==> src/rtl/cu_seq_if.sv <==
// Instruction handshake and RAM/ALU datapath strobes of the cu_seq sequencer.
interface cu_seq_if #(
    parameter int unsigned ADDR_W = 8,
    parameter int unsigned DATA_W = 8
);
    logic                  instr_valid;
    logic                  instr_ready;
    logic [4+2*ADDR_W-1:0] instr;
    logic                  flush;
    logic [DATA_W-1:0]     ram_rdata;
    logic                  ram_read;
    logic                  ram_write;
    logic [ADDR_W-1:0]     ram_addr;
    logic [ADDR_W-1:0]     imm;
    logic [1:0]            wb_sel;
    logic                  opa_load;
    logic                  opb_load;
    logic                  alu_enable;
    logic [3:0]            alu_op;
    logic                  done;
    logic                  err;

    modport slave (
        input  instr_valid, instr, flush, ram_rdata,
        output instr_ready, ram_read, ram_write, ram_addr, imm, wb_sel,
               opa_load, opb_load, alu_enable, alu_op, done, err
    );

    modport master (
        output instr_valid, instr, flush, ram_rdata,
        input  instr_ready, ram_read, ram_write, ram_addr, imm, wb_sel,
               opa_load, opb_load, alu_enable, alu_op, done, err
    );
endinterface

==> src/rtl/cu_seq.sv <==
// Multi-cycle control unit: sequences operand reads, ALU execute and RAM writeback
// for one instruction at a time, with flush and illegal-opcode trap.
module cu_seq #(
    parameter int unsigned ADDR_W = 8,
    parameter int unsigned DATA_W = 8,
    parameter int unsigned RD_LAT = 1
) (
    input logic    clk,
    input logic    rst_n,
    cu_seq_if.slave bus
);
    localparam int unsigned OP_W    = 4;
    localparam int unsigned INSTR_W = OP_W + 2*ADDR_W;
    localparam int unsigned CNT_W   = 3;

    localparam logic [2:0] S_IDLE = 3'd0;
    localparam logic [2:0] S_RD_A = 3'd1;
    localparam logic [2:0] S_RD_B = 3'd2;
    localparam logic [2:0] S_EXEC = 3'd3;
    localparam logic [2:0] S_WB   = 3'd4;

    localparam logic [OP_W-1:0] OP_MOV = 4'b0001;
    localparam logic [OP_W-1:0] OP_MVI = 4'b1100;
    localparam logic [OP_W-1:0] OP_LDA = 4'b1101;

    logic [2:0]         state, state_n;
    logic [CNT_W-1:0]   cnt, cnt_n;
    logic [INSTR_W-1:0] instr_q, instr_n;
    logic [ADDR_W-1:0]  ptr_q, ptr_n;

    logic              ram_read_q, ram_read_n;
    logic              ram_write_q, ram_write_n;
    logic [ADDR_W-1:0] ram_addr_q, ram_addr_n;
    logic [ADDR_W-1:0] imm_q, imm_n;
    logic [1:0]        wb_sel_q, wb_sel_n;
    logic              opa_q, opa_n;
    logic              opb_q, opb_n;
    logic              alu_en_q, alu_en_n;
    logic [3:0]        alu_op_q, alu_op_n;
    logic              done_q, done_n;
    logic              err_q, err_n;

    logic              accept;
    logic [OP_W-1:0]   op;
    logic [ADDR_W-1:0] dst, src;
    logic              is_bin, is_un, is_ill;
    logic [DATA_W-1:0] rdata;

    assign rdata  = bus.ram_rdata;
    assign accept = (state == S_IDLE) && !bus.flush && bus.instr_valid;
    assign bus.instr_ready = (state == S_IDLE) && !bus.flush;

    // Decode the instruction being accepted this edge, otherwise the latched one
    assign instr_n = accept ? bus.instr : instr_q;
    assign op      = instr_n[INSTR_W-1 -: OP_W];
    assign dst     = instr_n[2*ADDR_W-1 -: ADDR_W];
    assign src     = instr_n[ADDR_W-1:0];
    assign is_bin  = op inside {4'b0010, 4'b0011, 4'b0100, 4'b0101, 4'b0110, 4'b1010, 4'b1011};
    assign is_un   = op inside {4'b0111, 4'b1000, 4'b1001};
    assign is_ill  = op inside {4'b0000, 4'b1110, 4'b1111};

    // Outputs are decoded from the next state so every strobe leaves a flop
    always_comb begin
        state_n     = state;
        ptr_n       = ptr_q;
        ram_read_n  = 1'b0;
        ram_write_n = 1'b0;
        ram_addr_n  = '0;
        imm_n       = '0;
        wb_sel_n    = 2'd0;
        opa_n       = 1'b0;
        opb_n       = 1'b0;
        alu_en_n    = 1'b0;
        alu_op_n    = 4'd0;
        done_n      = 1'b0;
        err_n       = 1'b0;

        case (state)
            S_IDLE: begin
                if (accept) begin
                    if (is_bin || op == OP_LDA)     state_n = S_RD_A;
                    else if (is_un || op == OP_MOV) state_n = S_RD_B;
                    else                            state_n = S_WB;
                end
            end
            S_RD_A: begin
                if (cnt == CNT_W'(RD_LAT)) begin
                    state_n = S_RD_B;
                    if (op == OP_LDA) ptr_n = ADDR_W'(rdata);
                end
            end
            S_RD_B: begin
                if (cnt == CNT_W'(RD_LAT)) state_n = (is_bin || is_un) ? S_EXEC : S_WB;
            end
            S_EXEC:  state_n = S_WB;
            S_WB:    state_n = S_IDLE;
            default: state_n = S_IDLE;
        endcase

        if (state != S_IDLE && bus.flush) state_n = S_IDLE;

        cnt_n = (state_n == state && state != S_IDLE) ? cnt + CNT_W'(1) : '0;

        case (state_n)
            S_RD_A: begin
                if (cnt_n == '0) begin
                    ram_read_n = 1'b1;
                    ram_addr_n = (op == OP_LDA) ? src : dst;
                end
                if (cnt_n == CNT_W'(RD_LAT)) opa_n = (op != OP_LDA);
            end
            S_RD_B: begin
                if (cnt_n == '0) begin
                    ram_read_n = 1'b1;
                    ram_addr_n = (op == OP_LDA) ? ptr_n : src;
                end
                if (cnt_n == CNT_W'(RD_LAT)) opb_n = 1'b1;
            end
            S_EXEC: begin
                alu_en_n = 1'b1;
                alu_op_n = op - 4'd1;
            end
            S_WB: begin
                done_n = 1'b1;
                if (is_ill) begin
                    err_n = 1'b1;
                end else begin
                    ram_write_n = 1'b1;
                    ram_addr_n  = dst;
                    if (is_bin || is_un) begin
                        wb_sel_n = 2'd1;
                    end else if (op == OP_MVI) begin
                        wb_sel_n = 2'd2;
                        imm_n    = src;
                    end
                end
            end
            default: ;
        endcase
    end

    always_ff @(posedge clk or negedge rst_n) begin
        if (!rst_n) begin
            state       <= S_IDLE;
            cnt         <= '0;
            instr_q     <= '0;
            ptr_q       <= '0;
            ram_read_q  <= 1'b0;
            ram_write_q <= 1'b0;
            ram_addr_q  <= '0;
            imm_q       <= '0;
            wb_sel_q    <= 2'd0;
            opa_q       <= 1'b0;
            opb_q       <= 1'b0;
            alu_en_q    <= 1'b0;
            alu_op_q    <= 4'd0;
            done_q      <= 1'b0;
            err_q       <= 1'b0;
        end else begin
            state       <= state_n;
            cnt         <= cnt_n;
            instr_q     <= instr_n;
            ptr_q       <= ptr_n;
            ram_read_q  <= ram_read_n;
            ram_write_q <= ram_write_n;
            ram_addr_q  <= ram_addr_n;
            imm_q       <= imm_n;
            wb_sel_q    <= wb_sel_n;
            opa_q       <= opa_n;
            opb_q       <= opb_n;
            alu_en_q    <= alu_en_n;
            alu_op_q    <= alu_op_n;
            done_q      <= done_n;
            err_q       <= err_n;
        end
    end

    assign bus.ram_read   = ram_read_q;
    assign bus.ram_write  = ram_write_q;
    assign bus.ram_addr   = ram_addr_q;
    assign bus.imm        = imm_q;
    assign bus.wb_sel     = wb_sel_q;
    assign bus.opa_load   = opa_q;
    assign bus.opb_load   = opb_q;
    assign bus.alu_enable = alu_en_q;
    assign bus.alu_op     = alu_op_q;
    assign bus.done       = done_q;
    assign bus.err        = err_q;
endmodule

==> src/flat_wrapper.sv <==
// flat-port wrapper written by rule: the top's interface ports become plain ports
module cu_seq_flat 
#(
    parameter int unsigned ADDR_W = 8,
    parameter int unsigned DATA_W = 8,
    parameter int unsigned RD_LAT = 1
)
  (clk, rst_n, bus_instr_valid, bus_instr, bus_flush, bus_ram_rdata, bus_instr_ready, bus_ram_read, bus_ram_write, bus_ram_addr, bus_imm, bus_wb_sel, bus_opa_load, bus_opb_load, bus_alu_enable, bus_alu_op, bus_done, bus_err);
  cu_seq_if #(.ADDR_W(ADDR_W), .DATA_W(DATA_W)) bus_i ();
  input logic clk;
  input logic rst_n;
  input wire logic [$bits(bus_i.instr_valid)-1:0] bus_instr_valid;
  input wire logic [$bits(bus_i.instr)-1:0] bus_instr;
  input wire logic [$bits(bus_i.flush)-1:0] bus_flush;
  input wire logic [$bits(bus_i.ram_rdata)-1:0] bus_ram_rdata;
  output wire logic [$bits(bus_i.instr_ready)-1:0] bus_instr_ready;
  output wire logic [$bits(bus_i.ram_read)-1:0] bus_ram_read;
  output wire logic [$bits(bus_i.ram_write)-1:0] bus_ram_write;
  output wire logic [$bits(bus_i.ram_addr)-1:0] bus_ram_addr;
  output wire logic [$bits(bus_i.imm)-1:0] bus_imm;
  output wire logic [$bits(bus_i.wb_sel)-1:0] bus_wb_sel;
  output wire logic [$bits(bus_i.opa_load)-1:0] bus_opa_load;
  output wire logic [$bits(bus_i.opb_load)-1:0] bus_opb_load;
  output wire logic [$bits(bus_i.alu_enable)-1:0] bus_alu_enable;
  output wire logic [$bits(bus_i.alu_op)-1:0] bus_alu_op;
  output wire logic [$bits(bus_i.done)-1:0] bus_done;
  output wire logic [$bits(bus_i.err)-1:0] bus_err;
  assign bus_i.instr_valid = bus_instr_valid;
  assign bus_i.instr = bus_instr;
  assign bus_i.flush = bus_flush;
  assign bus_i.ram_rdata = bus_ram_rdata;
  assign bus_instr_ready = bus_i.instr_ready;
  assign bus_ram_read = bus_i.ram_read;
  assign bus_ram_write = bus_i.ram_write;
  assign bus_ram_addr = bus_i.ram_addr;
  assign bus_imm = bus_i.imm;
  assign bus_wb_sel = bus_i.wb_sel;
  assign bus_opa_load = bus_i.opa_load;
  assign bus_opb_load = bus_i.opb_load;
  assign bus_alu_enable = bus_i.alu_enable;
  assign bus_alu_op = bus_i.alu_op;
  assign bus_done = bus_i.done;
  assign bus_err = bus_i.err;
  cu_seq #(.ADDR_W(ADDR_W), .DATA_W(DATA_W), .RD_LAT(RD_LAT)) u_core (.clk(clk), .rst_n(rst_n), .bus(bus_i));
endmodule
==> config.mk <==
export PLATFORM = sky130hd
export DESIGN_NAME = cu_seq_flat
export DESIGN_NICKNAME = d
export VERILOG_FILES = /design/src/rtl/cu_seq_if.sv /design/src/rtl/cu_seq.sv /design/src/flat_wrapper.sv
export SDC_FILE = /design/constraint.sdc
export NUM_CORES = 1
export LEC_CHECK = 0
export BUFFER_PORTS_ARGS = -buffer_cell sky130_fd_sc_hd__buf_2
export CAP_MARGIN = 20
export CORE_UTILIZATION = 40
export DETAILED_ROUTE_END_ITERATION = 6
export SLEW_MARGIN = 20
export SYNTH_ARGS = -nofsm -noshare
export SYNTH_HDL_FRONTEND = slang
export SYNTH_SLANG_ARGS = --single-unit
==> constraint.sdc <==
create_clock -name clk -period 4.1 [get_ports clk]
set_input_delay 0.82 -clock clk [delete_from_list [all_inputs] [get_ports clk]]
set_output_delay 0.82 -clock clk [all_outputs]
set_load 0.05 [all_outputs]
==> flow_summary.toml <==
[pwr]
static-leakage-power_uw = 0.001997
power.density_mw_per_mm2 = 693.3
vdd_drop_max_uv = 263.8

[global_routing]
global_route_wire_length_before_repair_um = 11320
largest_net_degree_at_the_start_of_global_routing = 42
grt_antenna_before_repair = 0
grt_pass1_vias = 2359
grt_overflow_total = 0
groute.usage.overall = 0.1921

[place]
gpl.final_weighted_congestion = 0.8483
buffer_ports.inserted = 61
dp_cells = 455
dp_hpwl_um = 5119

[detailed_routing]
ant_nets = 0
detailedRoute.firstPassIterationCount = 6
wire_length_per_cell_after_detailed_routing_um = 15.10
drt_first_iter_violations = 91
total_wire_length_um = 7110
total_via_count_in_the_routed_design = 2416
drt_drc_violations_left = 0
routed_via_density = 5.130

[cts]
post_cts.resized_instances = 0
cts-root-to-sink-buffers = 2
number_of_buffers_inserted_during_clock_tree_synthesis = 9
post_cts_setup_buffer_count = 0
clock_insertion_delay_worst_skew_ps = 340
worst_setup_hold_path_clk_slew_ps = 70
clock_sinks = 63
cts_hold_repair.buffers = 0
cts_tree = "built"
htree_num_levels = 3
clock_tree.root_cell = "sky130_fd_sc_hd__clkbuf_8"

[floorplan]
die_height_um = 89.63
floorplan.rows = 31
die_width_um = 89.63
ioPinCount = 62
floorplan.initialDensity = 0.4190
floorplan.die_area_mm2 = 0.008034
coreArea_mm2 = 0.007331

[min_path]
min_path_type = "flop to flop"
hold_path_depth = 1

[synthesis]
async_sr_flop_fraction = 1.000
synth.ff_latch_count = 63
synthesis.nets = 324
post_synthesis_area_per_instance_um2 = 10.74
synth_area_mm2 = 0.003072
synthCells = 286
ys.warnings.count = 0
synth_edf_count = 0
yosysUniqueCellTypes = 66
dominantRegCellSynth = "sky130_fd_sc_hd__dfrtp_1"
synth_sequential_area_ratio = 0.5132

[run]
timing.max_cap.violations = 0

[finish]
final_layout_size_suffix_gt1_frac = 0.3522
antennaDiodeCount = 0
post_synthesis_to_final_layout_area_growth_pct = 25.38
number_of_nets_in_the_layout = 405
final_cells = 471

[setup_path]
r2r.worst_path.cells = 14
cp.required_ps = 4310
crit_path_max_fanout = 7
critical_path.startpoint_type = "input port"
endpoint_kind = "flop"
critPathKind = "input port to flop"
timing.critical_path.arrival_ps = 3950

[timing]
layout_min_cycle_time_ps = 3732
min_period_over_period = 0.9103
timing.fmax_ghz = 0.2679
worstMarginPinSlew_ps = 887.1
hold_viol = 0
slew_headroom = 0.4086
timing.setup.tns_ps = 0
slew_violations = 0
finClkSkew_ps = 10.67
setup_viol_count_final = 0
unrepaired_setup_endpoints_after_global_routing = "no"

[status]
run_status = "complete, no violations"
==> logic make-up (layout without fill, tap and decap cells) <==
logic type,Yosys count,after routing,share of synthesized area
AOI/OAI and AO/OA,72,72,0.1719
xor gates and xnor gates,3,3,0.008556
adders and majority gates,6,6,0.02444
buffers and inverters,27,113,0.04521
DFF,63,63,0.5132
muxes,18,18,0.06354
and+or+nand+nor,97,97,0.1731
==> registers in the layout (all words and copies together), names as in the netlist <==
name                   count
u_core.bus.ram_write       1
u_core.ptr_q               8
u_core.bus.ram_addr        8
u_core.bus.imm             8
u_core.bus.opa_load        1
u_core.bus.alu_op          4
u_core.bus.err             1
u_core.bus.alu_enable      1
u_core.instr_q            20
u_core.state               3
u_core.bus.ram_read        1
u_core.bus.opb_load        1
u_core.bus.done            1
u_core.cnt                 3
u_core.bus.wb_sel          2
==> critical path: stages <==
cell	delay (ps)
sky130_fd_sc_hd__buf_2	110
sky130_fd_sc_hd__or4_4	590
sky130_fd_sc_hd__clkinv_8	90
sky130_fd_sc_hd__nand2_4	70
sky130_fd_sc_hd__mux2i_2	210
sky130_fd_sc_hd__inv_1	110
sky130_fd_sc_hd__ha_2	210
sky130_fd_sc_hd__nor2b_1	130
sky130_fd_sc_hd__a311o_1	310
sky130_fd_sc_hd__nand4_1	130
sky130_fd_sc_hd__a31oi_1	130
sky130_fd_sc_hd__o21ai_1	490
sky130_fd_sc_hd__o21ai_0	180
sky130_fd_sc_hd__a221oi_1	260
sky130_fd_sc_hd__a211oi_1	100
==> metal layers <==
metal  up-vias  global-route usage  share of wire
met5         -                   0              0
met4         0              0.1039          0.012
met3         7             0.03291          0.041
met2        66              0.3058           0.49
met1      1179              0.2507           0.46
li1       1164                   -              -
==> where the power goes <==
part | switching [uW] | total (uW) | internal [uW]
clock | 237 | 577 | 340
sequential | 72.3 | 849 | 777
combinational | 775 | 1240 | 469
total | 1080 | 2670 | 1590
==> final cells by class <==
cell class,count,area [um^2]
multi-input cells,196,1381
fillers,655,3480
well taps,99,123.9
flip-flops and latches,63,1577
clock inverters,6,85.08
clock buffers,10,127.6
repair buffers,82,488.0
inverters,15,68.82
==> cell usage after synthesis (all sizes together), types with 2 or more instances <==
cell	number	area [um^2]
dfrtp	63	1577
nand2	34	132.6
nor2	28	107.6
o21ai	24	131.4
a21oi	14	73.82
inv	14	52.55
buf	10	70.06
mux2	9	105.1
mux2i	9	90.09
a211oi	8	77.57
a221oi	7	67.56
ha	6	75.07
nand2b	5	38.78
and2	4	25.02
nand3	4	20.02
nor2b	4	25.02
nand4	3	25.02
nor3	3	37.53
a2bb2oi	2	30.03
a31o	2	17.52
a31oi	2	12.51
clkbuf	2	7.510
o22a	2	18.77
or2	2	12.51
or3	2	12.51
xnor2	2	17.52
==> final timing paths <==
kind | slack [ps] | from | endpoint
max reg2reg | 470 | u_core.state[2] | u_core.bus.ram_addr[1]
min | 500 | u_core.ptr_q[4] | u_core.ptr_q[4]
max | 370 | bus_flush | u_core.bus.ram_addr[1]
min reg2reg | 500 | u_core.ptr_q[4] | u_core.ptr_q[4]
min in group asynchronous | 610 | rst_n | u_core.bus.ram_addr[1]
max in group asynchronous | 2660 | rst_n | u_core.instr_q[2]
==> cells in the final DEF, fill, tap and decap left out, types with 3 or more instances in the layout <==
cell type and n:
sky130_fd_sc_hd__dfrtp_1 63, sky130_fd_sc_hd__buf_2 61, sky130_fd_sc_hd__nand2_1 31, sky130_fd_sc_hd__nor2_1 27
sky130_fd_sc_hd__buf_4 19, sky130_fd_sc_hd__o21ai_0 15, sky130_fd_sc_hd__a21oi_1 13, sky130_fd_sc_hd__inv_1 12
sky130_fd_sc_hd__clkbuf_8 9, sky130_fd_sc_hd__o21ai_1 8, sky130_fd_sc_hd__mux2i_1 8, sky130_fd_sc_hd__a221oi_1 6
sky130_fd_sc_hd__a211oi_1 6, sky130_fd_sc_hd__mux2_1 5, sky130_fd_sc_hd__ha_1 5, sky130_fd_sc_hd__nand3_1 4
sky130_fd_sc_hd__nand2b_1 4, sky130_fd_sc_hd__nor2b_1 4, sky130_fd_sc_hd__and2_1 4, sky130_fd_sc_hd__mux2_2 3
==> stage by stage <==
step,setup slack (ps),hold slack (ps),total power [uW],area (um^2),utilization
floorplan,23.42,452.6,1749,3126,-
global placement,36.36,476.6,2088,3638,0.4963
detailed placement,56.13,478.2,2091,3638,0.4963
CTS,424.8,500.9,2685,3851,0.5253
global route,160.7,511.1,2836,3851,0.5253
finish,368.0,498.0,2670,3851,0.5253
Power figures use the tool's default switching activity.
